`src/rtl/ex_pkg.sv`:
```
// ex_pkg: shared types for the execute stage.
// Holds opcodes, FSM states, flag positions and the control bundle.
package ex_pkg;

    typedef enum logic [3:0] {
        ALU_ADD  = 4'd0,
        ALU_SUB  = 4'd1,
        ALU_AND  = 4'd2,
        ALU_OR   = 4'd3,
        ALU_XOR  = 4'd4,
        ALU_SLL  = 4'd5,
        ALU_SRL  = 4'd6,
        ALU_SRA  = 4'd7,
        ALU_MUL  = 4'd8,
        ALU_PASS = 4'd9
    } aluop_e;

    typedef enum logic {
        ST_IDLE = 1'b0,
        ST_MUL  = 1'b1
    } state_e;

    // Bit positions inside the {Z,N,V} flag vector
    localparam int FLAG_Z = 2;
    localparam int FLAG_N = 1;
    localparam int FLAG_V = 0;

    typedef struct packed {
        logic       regdst;
        logic       regwrite;
        logic       memread;
        logic       memwrite;
        logic [1:0] memtoreg;
    } ctrl_t;

    function automatic logic [2:0] mk_flags(
        input logic zero,
        input logic neg,
        input logic ovf
    );
        logic [2:0] f;
        f         = '0;
        f[FLAG_Z] = zero;
        f[FLAG_N] = neg;
        f[FLAG_V] = ovf;
        return f;
    endfunction

endpackage

```
`src/rtl/ex_mul_iter.sv`:
```
// mul_iter: iterative shift-add multiplier, one partial product per cycle.
// Ports: clk/rst, start/abort, operands a/b, done strobe, product (low DATA_W bits).
module mul_iter
#(
    parameter int DATA_W = 16
) (
    input  logic              clk,
    input  logic              rst,
    input  logic              start,
    input  logic              abort,
    input  logic [DATA_W-1:0] a,
    input  logic [DATA_W-1:0] b,
    output logic              done,
    output logic [DATA_W-1:0] product
);

    localparam int CW = $clog2(DATA_W);

    logic              busy;
    logic [CW-1:0]     count;
    logic [DATA_W-1:0] acc;
    logic [DATA_W-1:0] mcand;
    logic [DATA_W-1:0] mplier;

    // Product including the iteration performed at the upcoming edge,
    // so the final value is usable on the same edge that retires it.
    assign product = acc + (mplier[0] ? mcand : '0);
    assign done    = busy && (count == CW'(DATA_W - 1));

    always_ff @(posedge clk) begin
        if (rst || abort) begin
            busy   <= 1'b0;
            count  <= '0;
            acc    <= '0;
            mcand  <= '0;
            mplier <= '0;
        end else if (start) begin
            busy   <= 1'b1;
            count  <= '0;
            acc    <= '0;
            mcand  <= a;
            mplier <= b;
        end else if (busy) begin
            acc    <= product;
            mcand  <= mcand << 1;
            mplier <= mplier >> 1;
            if (done) begin
                busy  <= 1'b0;
                count <= '0;
            end else begin
                count <= count + 1'b1;
            end
        end
    end

endmodule

```
`src/rtl/ex_stage.sv`:
```
// ex_stage: execute stage; single-cycle ALU, iterative multiply, EX/MEM register.
// Ports: id_* decoded inputs, flush, ex_stall to decode, mem_* registered outputs.
module ex_stage
    import ex_pkg::*;
#(
    parameter int DATA_W = 16
) (
    input  logic              clk,
    input  logic              rst,
    input  logic              id_valid,
    input  logic [3:0]        id_aluop,
    input  logic [DATA_W-1:0] id_src1,
    input  logic [DATA_W-1:0] id_src2,
    input  logic [DATA_W-1:0] id_imm,
    input  logic              id_alusrc,
    input  logic              id_regdst,
    input  logic              id_regwrite,
    input  logic              id_memread,
    input  logic              id_memwrite,
    input  logic [1:0]        id_memtoreg,
    input  logic              flush,
    output logic              ex_stall,
    output logic              mem_valid,
    output logic              mem_regdst_out,
    output logic              mem_regwrite_out,
    output logic              mem_memread_out,
    output logic              mem_memwrite_out,
    output logic [1:0]        mem_memtoreg_out,
    output logic [DATA_W-1:0] mem_alu_out,
    output logic [DATA_W-1:0] mem_alu_src2_out,
    output logic [2:0]        mem_flags
);

    state_e            state;
    ctrl_t             id_ctrl;
    ctrl_t             held_ctrl;
    ctrl_t             ctrl_q;
    logic [DATA_W-1:0] held_src2;

    logic [DATA_W-1:0] op_b;
    logic [3:0]        shamt;
    logic [DATA_W-1:0] alu_res;
    logic              alu_ovf;
    logic              accept;
    logic              is_mul;
    logic              mul_start;
    logic              mul_done;
    logic [DATA_W-1:0] mul_prod;

    logic              nxt_valid;
    ctrl_t             nxt_ctrl;
    logic [DATA_W-1:0] nxt_alu;
    logic [DATA_W-1:0] nxt_src2;
    logic [2:0]        nxt_flags;

    assign id_ctrl   = {id_regdst, id_regwrite, id_memread,
                        id_memwrite, id_memtoreg};
    assign ex_stall  = (state == ST_MUL);
    assign accept    = id_valid && !ex_stall && !flush;
    assign is_mul    = (id_aluop == ALU_MUL);
    assign mul_start = accept && is_mul;
    assign op_b      = id_alusrc ? id_imm : id_src2;
    assign shamt     = op_b[3:0];

    always_comb begin
        alu_res = '0;
        alu_ovf = 1'b0;
        case (id_aluop)
            ALU_ADD: begin
                alu_res = id_src1 + op_b;
                alu_ovf = (id_src1[DATA_W-1] == op_b[DATA_W-1]) &&
                          (alu_res[DATA_W-1] != id_src1[DATA_W-1]);
            end
            ALU_SUB: begin
                alu_res = id_src1 - op_b;
                alu_ovf = (id_src1[DATA_W-1] != op_b[DATA_W-1]) &&
                          (alu_res[DATA_W-1] != id_src1[DATA_W-1]);
            end
            ALU_AND:  alu_res = id_src1 & op_b;
            ALU_OR:   alu_res = id_src1 | op_b;
            ALU_XOR:  alu_res = id_src1 ^ op_b;
            ALU_SLL:  alu_res = id_src1 << shamt;
            ALU_SRL:  alu_res = id_src1 >> shamt;
            ALU_SRA:  alu_res = $signed(id_src1) >>> shamt;
            ALU_PASS: alu_res = op_b;
            default:  alu_res = '0;
        endcase
    end

    mul_iter #(
        .DATA_W (DATA_W)
    ) u_mul (
        .clk     (clk),
        .rst     (rst),
        .start   (mul_start),
        .abort   (flush),
        .a       (id_src1),
        .b       (op_b),
        .done    (mul_done),
        .product (mul_prod)
    );

    // Next EX/MEM contents; anything not selected below is a bubble.
    always_comb begin
        nxt_valid = 1'b0;
        nxt_ctrl  = '0;
        nxt_alu   = '0;
        nxt_src2  = '0;
        nxt_flags = '0;
        if (flush) begin
            nxt_valid = 1'b0;
        end else if (mul_done) begin
            nxt_valid = 1'b1;
            nxt_ctrl  = held_ctrl;
            nxt_alu   = mul_prod;
            nxt_src2  = held_src2;
            nxt_flags = mk_flags(mul_prod == '0,
                                 mul_prod[DATA_W-1], 1'b0);
        end else if (accept && !is_mul) begin
            nxt_valid = 1'b1;
            nxt_ctrl  = id_ctrl;
            nxt_alu   = alu_res;
            nxt_src2  = id_src2;
            nxt_flags = mk_flags(alu_res == '0,
                                 alu_res[DATA_W-1], alu_ovf);
        end
    end

    always_ff @(posedge clk) begin
        if (rst) begin
            state            <= ST_IDLE;
            held_ctrl        <= '0;
            held_src2        <= '0;
            mem_valid        <= 1'b0;
            ctrl_q           <= '0;
            mem_alu_out      <= '0;
            mem_alu_src2_out <= '0;
            mem_flags        <= '0;
        end else begin
            mem_valid        <= nxt_valid;
            ctrl_q           <= nxt_ctrl;
            mem_alu_out      <= nxt_alu;
            mem_alu_src2_out <= nxt_src2;
            mem_flags        <= nxt_flags;
            if (flush) begin
                state <= ST_IDLE;
            end else begin
                unique case (state)
                    ST_IDLE: if (mul_start) state <= ST_MUL;
                    ST_MUL:  if (mul_done)  state <= ST_IDLE;
                endcase
            end
            if (mul_start) begin
                held_ctrl <= id_ctrl;
                held_src2 <= id_src2;
            end
        end
    end

    assign mem_regdst_out   = ctrl_q.regdst;
    assign mem_regwrite_out = ctrl_q.regwrite;
    assign mem_memread_out  = ctrl_q.memread;
    assign mem_memwrite_out = ctrl_q.memwrite;
    assign mem_memtoreg_out = ctrl_q.memtoreg;

endmodule

```
`config.mk`:
```
export PLATFORM = sky130hd
export DESIGN_NAME = ex_stage
export DESIGN_NICKNAME = d
export VERILOG_FILES = /design/src/rtl/ex_pkg.sv /design/src/rtl/ex_mul_iter.sv /design/src/rtl/ex_stage.sv
export SDC_FILE = /design/constraint.sdc
export NUM_CORES = 1
export LEC_CHECK = 0
export CAP_MARGIN = 20
export CORE_ASPECT_RATIO = 0.8
export CORE_MARGIN = 2
export CORE_UTILIZATION = 24
export CTS_BUF_LIST = sky130_fd_sc_hd__clkbuf_2 sky130_fd_sc_hd__clkbuf_4 sky130_fd_sc_hd__clkbuf_8
export CTS_CLUSTER_SIZE = 16
export DETAILED_ROUTE_END_ITERATION = 7
export PLACE_DENSITY = 0.46
export SLEW_MARGIN = 25
export SYNTH_ARGS = -nofsm -noshare
export SYNTH_HDL_FRONTEND = slang
export SYNTH_SLANG_ARGS = --single-unit
```
`constraint.sdc`:
```
create_clock -name clk -period 7.7 [get_ports clk]
set_clock_uncertainty 0.15 [all_clocks]
set_input_delay 1.54 -clock clk [delete_from_list [all_inputs] [get_ports clk]]
set_output_delay 1.54 -clock clk [all_outputs]
set_load 0.005 [all_outputs]
```
==> impl_metrics.json <==
{
  "seq_area_frac_synth_pct": 25.16,
  "grt_max_degree": 51,
  "die-area_sq_um": 40390,
  "clock_latency_ns": 0.48,
  "postRouteAntennaNets": 0,
  "clkPwrFrac_pct": 37.8,
  "critPathLaunchType": "primary input",
  "critPathArrivalTime_ns": 6.27,
  "synth_commonest_cells": "nor2_1, nand2_1, dfxtp_1",
  "swShare_pct": 33.59,
  "layout-drive-gt1-share_pct": 8.360,
  "grt_pass1_wl_um": 58460,
  "ys_async_sr_fraction_pct": 0,
  "avgSynthCellArea_sq_um": 7.836,
  "synth.area.top_cells": "dfxtp_1, ha_1, mux2i_1",
  "peakVddDrop_uv": 90.34,
  "reg2reg_slack_ns": 3.43,
  "first_iter_violations": 886,
  "yosysMostFrequentCell": "nor2_1",
  "die_h_um": 180.2,
  "slew_viol_final": 0,
  "routabilityCongestion": 0.9469,
  "synth.top_cell.area_share_pct": 25.16,
  "fin_nets": 1387,
  "diodes": 0,
  "period_share_pct": 78.01,
  "num_rows": 64,
  "pin_count": 106,
  "end_kind": "register",
  "antenna_found_initial": 0,
  "p_switching_mw": 0.5845,
  "gr-usage-all-layers_pct": 19.15,
  "wl_per_cell_um": 22.48,
  "cellPowerDensity_nw_per_um2": 152.6,
  "syn_to_final_growth_pct": 22.50,
  "dp_hpwl_um": 29590,
  "synth-edff-count": 0,
  "start_util_pct": 24.32,
  "drc_errors": 0,
  "cp_max_fo": 24,
  "coreArea_sq_um": 38280,
  "slowest_delay_ns": 0.89,
  "clk_pin_slew_ns": 0.07,
  "hold_violations": 0,
  "cp_slowest_cell": "clkdlybuf4s50_1",
  "path_buf_inv": 3,
  "synth_compound_area_share_pct": 26.64,
  "grt_overflow": 0,
  "p_int_mw": 1.155,
  "worstPathRequired_ns": 7.97,
  "synth_top_family_by_area": "compound AO/OA/AOI/OAI gates",
  "crit_chain": "clkdlybuf4s50_1, mux2i_2, buf_4, inv_1, ha_1, a21o_1, a21oi_1, o31ai_1, a21oi_1, o21ai_0, a21o_1, a221o_1, a211o_1, nor4_2, a31o_1",
  "fin_crit_ns": 6.007,
  "dr.pass1.iters": 5,
  "fin_util_pct": 29.79,
  "vias": 9598,
  "final-setup-viol-count": 0,
  "port_buffers": 105,
  "ys_ff_latch": 117,
  "leakagePower_nw": 4.183,
  "wirelength_um": 39630,
  "synth_xor_area_share_pct": 2.164,
  "synth_cell_types": 85,
  "cap_violations": 0,
  "ys.flop_type": "dfxtp_1",
  "cts_buffers": 17,
  "cts_hold_buf": 0,
  "seqPwrFrac_pct": 35.2,
  "synth_fa_ha_area_share_pct": 9.516,
  "tightest_slew_ns": 1.072,
  "post-cts-setup-buffers": 0,
  "rsz0062_at_grt": "false",
  "grt_pass1_vias": 8865,
  "ctsResizeCount": 0,
  "finalSetupTns_ns": 0,
  "muxShareOfSynthArea_pct": 11.80,
  "critical-path-top-delay-family": "compound AO/OA/AOI/OAI gates",
  "cts_max_level": 4,
  "cts_root_buf": "clkbuf_8",
  "cts_tree": "yes",
  "synthCells": 1188,
  "fillers": 4149,
  "max_freq_mhz": 166.5,
  "critPathKind": "in -> reg",
  "min_path_type": "reg -> reg",
  "comb_power_share_pct": 27.0,
  "slew_headroom_pct": 28.33,
  "die_width_um": 224.2,
  "netlist_area_sq_um": 9309,
  "clock_path_buffers": 2,
  "ys_warn_count": 0,
  "synth_top_cell_by_area": "dfxtp_1",
  "yosys.area_share.simple_pct": 19.02,
  "vias_per_cell": 5.444,
  "synth_fp_nets": 1320,
  "status": "finished, final reports clean",
  "cts.sinks": 117
}
[path summary, 6_finish.rpt]
path,startpoint,to,depth (start not counted)
max,id_alusrc,mem_flags[2]$_SDFF_PP0_,15
min reg2reg,held_ctrl[4]$_SDFFE_PP0P_,held_ctrl[4]$_SDFFE_PP0P_,2
min,held_ctrl[4]$_SDFFE_PP0P_,held_ctrl[4]$_SDFFE_PP0P_,2
max reg2reg,u_mul.busy$_SDFF_PP0_,mem_flags[2]$_SDFF_PP0_,11
[placed cells by master, fill, tap and decap left out, types with 26 or more instances in the layout]
| cell type | n |
|---|---|
| a211oi_1 | 50 |
| a21oi_1 | 98 |
| buf_4 | 26 |
| clkdlybuf4s50_1 | 105 |
| dfxtp_1 | 116 |
| ha_1 | 66 |
| inv_1 | 51 |
| mux2i_1 | 76 |
| nand2_1 | 118 |
| nor2_1 | 138 |
| o21ai_0 | 48 |
[routing by layer]
| layer | GRT usage [%] | up-vias | part of all wire [%] |
|---|---|---|---|
| met4 | 6.305 | 0 | 2.9 |
| met2 | 27.07 | 422 | 41 |
| met3 | 5.022 | 68 | 8.0 |
| met1 | 27.87 | 4583 | 48 |
| met5 | 0 | - | 0 |
| li1 | - | 4525 | - |
[power groups by stage]
| stage | registers [mW] | logic, mW | clock network [mW] |
|---|---|---|---|
| after floorplan | 0.626 | 0.275 | 0 |
| after CTS | 0.612 | 0.461 | 0.671 |
| after global placement | 0.626 | 0.464 | 0 |
| after global routing | 0.613 | 0.504 | 0.700 |
| after detailed placement | 0.626 | 0.458 | 0 |
| final | 0.612 | 0.470 | 0.658 |
[stage by stage]
stage / instance area, sq um / instances / hold WS, ns / power (mW) / setup WS (ns)
global route: 11400 / 1763 / 0.3213 / 1.817 / 1.416
global placement: 10950 / 1731 / 0.2914 / 1.090 / 1.354
detailed placement: 10950 / 1731 / 0.2967 / 1.084 / 1.309
floorplan: 9309 / 1188 / 0.2806 / 0.9016 / 2.410
CTS: 11400 / 1763 / 0.3084 / 1.744 / 1.765
finish: 11400 / 1763 / 0.3074 / 1.740 / 1.693
[cells by family after synthesis]
group,count (synthesis)
xor gates and xnor gates,23
and+or+nand+nor,380
muxes,99
AOI/OAI and AO/OA,364
DFF,117
adders and majority gates,69
buffers and inverters,136
[area by class of cell]
class	instances	area (sq um)	area share, %
Clock buffer	19	261.5	2.293
Clock inverter	13	193.9	1.701
Inverter	53	201.4	1.767
Multi-Input combinational cell	935	6538	57.33
Sequential cell	117	2344	20.55
Tap cell	495	619.3	5.431
Timing Repair Buffer	131	1246	10.93
[flip-flops by register name, indices dropped and copies added (netlist names), 2 cells and up]
signal            cells
held_ctrl             6
u_mul.mcand          16
mem_flags             3
mem_alu_out          15
held_src2            16
u_mul.count           4
u_mul.acc            16
u_mul.mplier         16
mem_alu_src2_out     16
mem_memtoreg_out      2
[tightest hold or removal path: cells and delay by family (launching register included)]
kind             cells  cell delay [ns]
AO/OA/AOI/OAI        1             0.05
AND/OR/NAND/NOR      1             0.05
flip-flops           1             0.31
Power figures use the tool's default switching activity.
